<file path="src/rtl/pipe_ctrl.sv">
// Pipeline control: priority stall mask, registered exception-flush sequencer
// with PC redirect, and optional saturating perf counters (enabled by PIPE_PERF_EN).
module pipe_ctrl #(
   parameter int unsigned NSTAGE    = 6,
   parameter int unsigned PC_W      = 32,
   parameter int unsigned FLUSH_CYC = 1,
   parameter int unsigned CNT_W     = 32
) (
   input  logic              clk,
   input  logic              rst,
   input  logic [NSTAGE-1:0] stallreq,
   input  logic              excp_req,
   input  logic [PC_W-1:0]   excp_pc,
   output logic [NSTAGE-1:0] stall,
   output logic              flush,
   output logic [PC_W-1:0]   new_pc,
   output logic              busy,
   output logic [CNT_W-1:0]  stall_cnt,
   output logic [CNT_W-1:0]  flush_cnt
);

   localparam int unsigned CYC_W = $clog2(FLUSH_CYC + 1);

   typedef enum logic {ST_RUN = 1'b0, ST_FLUSH = 1'b1} state_t;

   state_t            state_q, state_d;
   logic [CYC_W-1:0]  cnt_q, cnt_d;
   logic [PC_W-1:0]   new_pc_q, new_pc_d;
   logic              flush_q, flush_d;
   logic              busy_q, busy_d;

   logic [NSTAGE-1:0] stall_raw;
   logic              stall_acc;
   logic              stall_kill;
   logic              excp_accept;
   logic              unused_stallreq0;

   assign unused_stallreq0 = stallreq[0];
   assign excp_accept      = (state_q == ST_RUN) && excp_req;

   // Every control point at or below the highest requesting stage holds.
   always_comb begin
      stall_acc = 1'b0;
      stall_raw = '0;
      for (int i = NSTAGE - 1; i >= 1; i--) begin
         stall_acc    = stall_acc | stallreq[i];
         stall_raw[i] = stall_acc;
      end
      stall_raw[0] = stall_acc;
   end

   assign stall_kill = rst || excp_accept || (state_q == ST_FLUSH);
   assign stall      = stall_kill ? '0 : stall_raw;

   // Flush sequencer next-state; requests arriving during FLUSH are dropped.
   always_comb begin
      state_d  = state_q;
      cnt_d    = cnt_q;
      new_pc_d = new_pc_q;
      unique case (state_q)
         ST_RUN: begin
            if (excp_req) begin
               state_d  = ST_FLUSH;
               cnt_d    = CYC_W'(FLUSH_CYC - 1);
               new_pc_d = excp_pc;
            end
         end
         ST_FLUSH: begin
            if (cnt_q == '0) begin
               state_d = ST_RUN;
            end else begin
               cnt_d = cnt_q - CYC_W'(1);
            end
         end
         default: state_d = ST_RUN;
      endcase
      flush_d = (state_d == ST_FLUSH);
      busy_d  = (state_d == ST_FLUSH);
   end

   always_ff @(posedge clk) begin
      if (rst) begin
         state_q  <= ST_RUN;
         cnt_q    <= '0;
         new_pc_q <= '0;
         flush_q  <= 1'b0;
         busy_q   <= 1'b0;
      end else begin
         state_q  <= state_d;
         cnt_q    <= cnt_d;
         new_pc_q <= new_pc_d;
         flush_q  <= flush_d;
         busy_q   <= busy_d;
      end
   end

   assign flush  = flush_q;
   assign busy   = busy_q;
   assign new_pc = new_pc_q;

`ifdef PIPE_PERF_EN
   logic [CNT_W-1:0] stall_cnt_q, stall_cnt_d;
   logic [CNT_W-1:0] flush_cnt_q, flush_cnt_d;

   // Saturating activity counters.
   always_comb begin
      stall_cnt_d = stall_cnt_q;
      flush_cnt_d = flush_cnt_q;
      if (stall[0] && (stall_cnt_q != '1)) begin
         stall_cnt_d = stall_cnt_q + CNT_W'(1);
      end
      if (excp_accept && (flush_cnt_q != '1)) begin
         flush_cnt_d = flush_cnt_q + CNT_W'(1);
      end
   end

   always_ff @(posedge clk) begin
      if (rst) begin
         stall_cnt_q <= '0;
         flush_cnt_q <= '0;
      end else begin
         stall_cnt_q <= stall_cnt_d;
         flush_cnt_q <= flush_cnt_d;
      end
   end

   assign stall_cnt = stall_cnt_q;
   assign flush_cnt = flush_cnt_q;
`else
   assign stall_cnt = '0;
   assign flush_cnt = '0;
`endif

endmodule

</file>
<file path="config.mk">
export PLATFORM = sky130hd
export DESIGN_NAME = pipe_ctrl
export DESIGN_NICKNAME = d
export VERILOG_FILES = /design/src/rtl/pipe_ctrl.sv
export SDC_FILE = /design/constraint.sdc
export NUM_CORES = 1
export LEC_CHECK = 0
export CORE_MARGIN = 10
export CORE_UTILIZATION = 29
export DETAILED_ROUTE_END_ITERATION = 6
export PLACE_DENSITY = 0.85
export RECOVER_POWER = 100
export SYNTH_ARGS = -nofsm -noshare
export SYNTH_HDL_FRONTEND = slang
export SYNTH_SLANG_ARGS = --single-unit
export TNS_END_PERCENT = 5
</file>
<file path="constraint.sdc">
create_clock -name clk -period 1.3 [get_ports clk]
set_input_delay 0.26 -clock clk [delete_from_list [all_inputs] [get_ports clk]]
set_output_delay 0.26 -clock clk [all_outputs]
set_load 0.03 [all_outputs]
</file>
# After elaboration in Yosys (flattened, before gate mapping)
# Index checks and enable logic that the tools add are counted.
totals:
  reg_bits: 34
  word_cells: 21
  input_bits: 41
op_classes:
  n_addsub: 1
  n_reduce_logical: 4
  muxes: 7
  eq_ne: 1
  bitwise: 5
op_table:
  columns: ["cell", "n"]
  rows:
  - ["6-bit 2-to-1 mux", 1]
  - ["1-bit 2-to-1 mux", 4]
  - ["1-bit OR", 4]
  - ["1-bit one-hot mux with 2 select lines", 2]
  - ["1-bit logical OR", 2]
  - ["2-bit != test, second input constant", 1]
  - ["2-bit AND reduction", 1]
  - ["1-bit logical AND", 1]
  - ["1-bit inverter", 1]
  - ["1-bit subtractor, second input constant", 1]

# Logic depth before layout (Yosys ltp)
logic_depth:
  ltp_word: 5
  depth_mapped: 5
  mapped_depth_nobuf: 3

# Least setup slack after synthesis
# Ideal clock, no wire load.
synth_timing:
  path_type: "register -> output"
  startpoint: "reg, netlist name busy"
  endpoint: "out stall[1]"
  slack_ns: -0.547
  stages_incl_launch_ff: 4
  t_arrival_ns: 1.587
  n_path_buf: 1
  path_cell_list: "dfxtp_1 or3_4 nor2_1 buf_4"
synth_rtl:
  columns: ["item", "line_no", "source"]
  rows:
  - ["to (decl)", "14", "output logic [NSTAGE-1:0] stall,"]

==> flow_summary_export.csv <==
group,metric,value,unit
global_route,grt_pass1_wl,7800,um
worst_setup_path,critPathTopFamily,"simple AND/OR/NAND/NOR gates",
floorplan,core_area,0.00564,sq mm
global_route,grt_pass1_vias,1516,
synth,yosysTopAreaCell,"dfxtp_1",
sta,setup_tns,-1.40,ns
final_layout,area_delta_synth_final,37.8,%
worst_setup_path,crit_path_max_fanout,5,
placed_design,hpwlAfterDp,3920,um
worst_setup_path,rr_startpoint,"busy$_SDFF_PP0_",
worst_setup_path,cp_cell_sequence,"or3_4 > nor2_2 > buf_6",
placed_design,dp.cells,366,
outcome,run_status,"finished with violations",
synth,yosysMostFrequentCell,"buf_4",
sta,final_hold_viol_count,0,
power,power-per-cell-area,1180,mW/mm^2
sta,max_freq,650,MHz
worst_setup_path,cp_slowest_cell,"or3_4",
placed_design,placed_cell_area,0.00232,sq mm
global_route,overflow,0,
detailed_routing,num_vias,1420,
power,power.leakage,1.11,nW
worst_setup_path,crit_buf_inv,1,
power,ir_worst_vdd,0.534,mV
worst_setup_path,cp-start-kind,"flop",
outcome,violations,"negative setup slack",
sta,finClkSkew,0.00205,ns
detailed_routing,routedWlPerCell,12.7,um
worst_setup_path,critPathKind,"reg2out",
synth,netlist_instances,222,
clock_tree,cts_max_level,2,
detailed_routing,ant_nets,0,
clock_tree,clk_pin_slew,0.06,ns
clock_tree,numCtsBuffers,5,
worst_setup_path,arrival,1.28,ns
detailed_routing,drt_wl_total,4760,um
floorplan,start_util,30.4,%
synth,netlist_top_cells_count,"72 x buf_4, 64 x nand2_1, 33 x dfxtp_1",
clock_tree,clock_latency,0.27,ns
clock_tree,cts_sinks,33,
synth,ys_async_sr_fraction,0,%
worst_setup_path,worstSetupEndpointType,"output pin",
clock_tree,post_cts_buffers,0,
global_route,grt_max_degree,34,
synth,synthTopCellsByArea,"dfxtp_1 38%, buf_4 31%, nand2_1 14%",
final_layout,nets,342,
synth,synth_warnings,0,
final_layout,diodes,0,
synth,syn_area_per_cell,7.73,sq um
worst_hold_path,min-delay-path-class,"reg2reg",
clock_tree,cts_tree,"yes",
final_layout,fin_area,0.00237,sq mm
worst_hold_path,min_from,"new_pc[13]$_SDFFE_PP0P_",
synth,synth_flop_cell,"dfxtp_1",
placed_design,port_buffers,79,
sta,fin_crit,1.54,ns
global_route,antenna_found_initial,0,
floorplan,fp.dieH,96.9,um
placed_design,gp_congestion,0.752,
worst_setup_path,startpoint,"busy$_SDFF_PP0_",
final_layout,drive_gt1_share,17.9,%
detailed_routing,drc_errors,0,
sta,finalMaxSlewViolations,0,
sta,timing.final.crit_share,118,%
clock_tree,cts-hold-fix-buffers,0,
synth,synth_cell_types,16,
sta,rsz0062_at_grt,"yes",
synth,synth.top_cell.area_share,38.5,%
synth,synth_area,0.00172,sq mm
detailed_routing,first_pass_iters,4,
floorplan,pin_count,145,
clock_tree,clockBufferDepth,2,
sta,fin_ws,-0.239,ns
worst_setup_path,cp.required,1.04,ns
synth,ys_ff_latch,33,
floorplan,dieArea,0.00940,sq mm
floorplan,die_x,96.9,um
detailed_routing,initialDrtViolationCount,38,
global_route,grt_usage,9.91,%
clock_tree,root_buffer,"clkbuf_8",
placed_design,dp_slack,-0.556,ns
run,max-cap-violations,0,
worst_setup_path,cpPeakStageDelay,0.39,ns
final_layout,stdcell_count,374,
synth,synth_edf_count,0,
sta,finalSetupViolCount,6,
synth,seq_area_frac_synth,38.5,%
floorplan,rows,27,
detailed_routing,vias_per_cell,3.80,
## per-layer routing
| metal | part of all wire [%] | vias up | wire length, um | global-route usage (%) |
|---|---|---|---|---|
| met3 | 11 | 5 | 533 | 5.75 |
| met1 | 34 | 626 | 1610 | 9.02 |
| met4 | 0.76 | 0 | 36 | 3.04 |
| li1 | - | 718 | - | - |
| met2 | 54 | 71 | 2590 | 18.0 |
| met5 | 0 | - | 0 | 0 |
## state kept, by name, indices dropped and copies added, names as in the netlist
| signal | flops |
|---|---|
| new_pc | 32 |
| busy | 1 |
## where the power goes
group	total (W)	internal, W	leakage (nW)	switching [W]
Combinational	0.000784	0.000232	0.778	0.000552
Sequential	0.00110	0.00107	0.272	0.0000264
Clock	0.000904	0.000547	0.0566	0.000357
Total	0.00278	0.00185	1.11	0.000935
## layout make-up
| class | instances | area (sq um) |
|---|---|---|
| Fill cell | 601 | 3280 |
| Timing Repair Buffer | 87 | 751 |
| Multi-Input combinational cell | 173 | 746 |
| Sequential cell | 33 | 664 |
| Clock buffer | 8 | 111 |
| Tap cell | 72 | 90.1 |
| Inverter | 1 | 3.75 |
## timing repair
item	in CTS	in global routing
pin swaps	4	4
endpoints found under the setup margin	23	22
resized for setup	34	21
## cells in the final DEF (no fill, tap or decap), types with 2 or more instances in the layout
master | netlist | final
clkdlybuf4s50_1 | 0 | 33
nand2_1 | 64 | 64
buf_4 | 72 | 6
dfxtp_1 | 33 | 32
nor2_1 | 6 | 2
clkbuf_2 | 0 | 23
clkbuf_8 | 0 | 6
nor2_2 | 1 | 3
dlygate4sd2_1 | 0 | 4
nor2_4 | 0 | 2
clkdlybuf4s15_1 | 0 | 13
buf_6 | 0 | 6
conb_1 | 1 | 64
a21oi_1 | 32 | 32
## metrics by stage
| step | hold WS (ns) | power (W) | util [%] |
|---|---|---|---|
| 6_report | 0.453 | 0.00278 | 41.9 |
| 5_1_grt | 0.478 | 0.00295 | 41.9 |
| 4_1_cts | 0.453 | 0.00286 | 43.1 |
| 3_5_place_dp | 0.446 | 0.00194 | 41.1 |
| 3_3_place_gp | 0.442 | 0.00193 | 41.1 |
| 2_1_floorplan | 0.396 | 0.00180 | - |
## worst min-delay path: stages (launching register included)
cell,delay [ns]
dfxtp_1,0.31
nand2_1,0.05
a21oi_1,0.05
## cell families after synthesis
family	count (synthesis)	share of synthesized area [%]
AO/OA/AOI/OAI	32	9.33
buffers and inverters	79	33.2
flip-flops	33	38.5
other	1	0.218
AND/OR/NAND/NOR	77	18.8
## worst paths after layout
path	endpoint	slack (ns)	cells past startpoint
max	stall[3]	-0.24	3
min	new_pc[13]$_SDFFE_PP0P_	0.45	2
max reg2reg	new_pc[30]$_SDFFE_PP0P_	0.05	5
min reg2reg	new_pc[13]$_SDFFE_PP0P_	0.45	2
No activity file was read; power rests on OpenSTA's default activity.
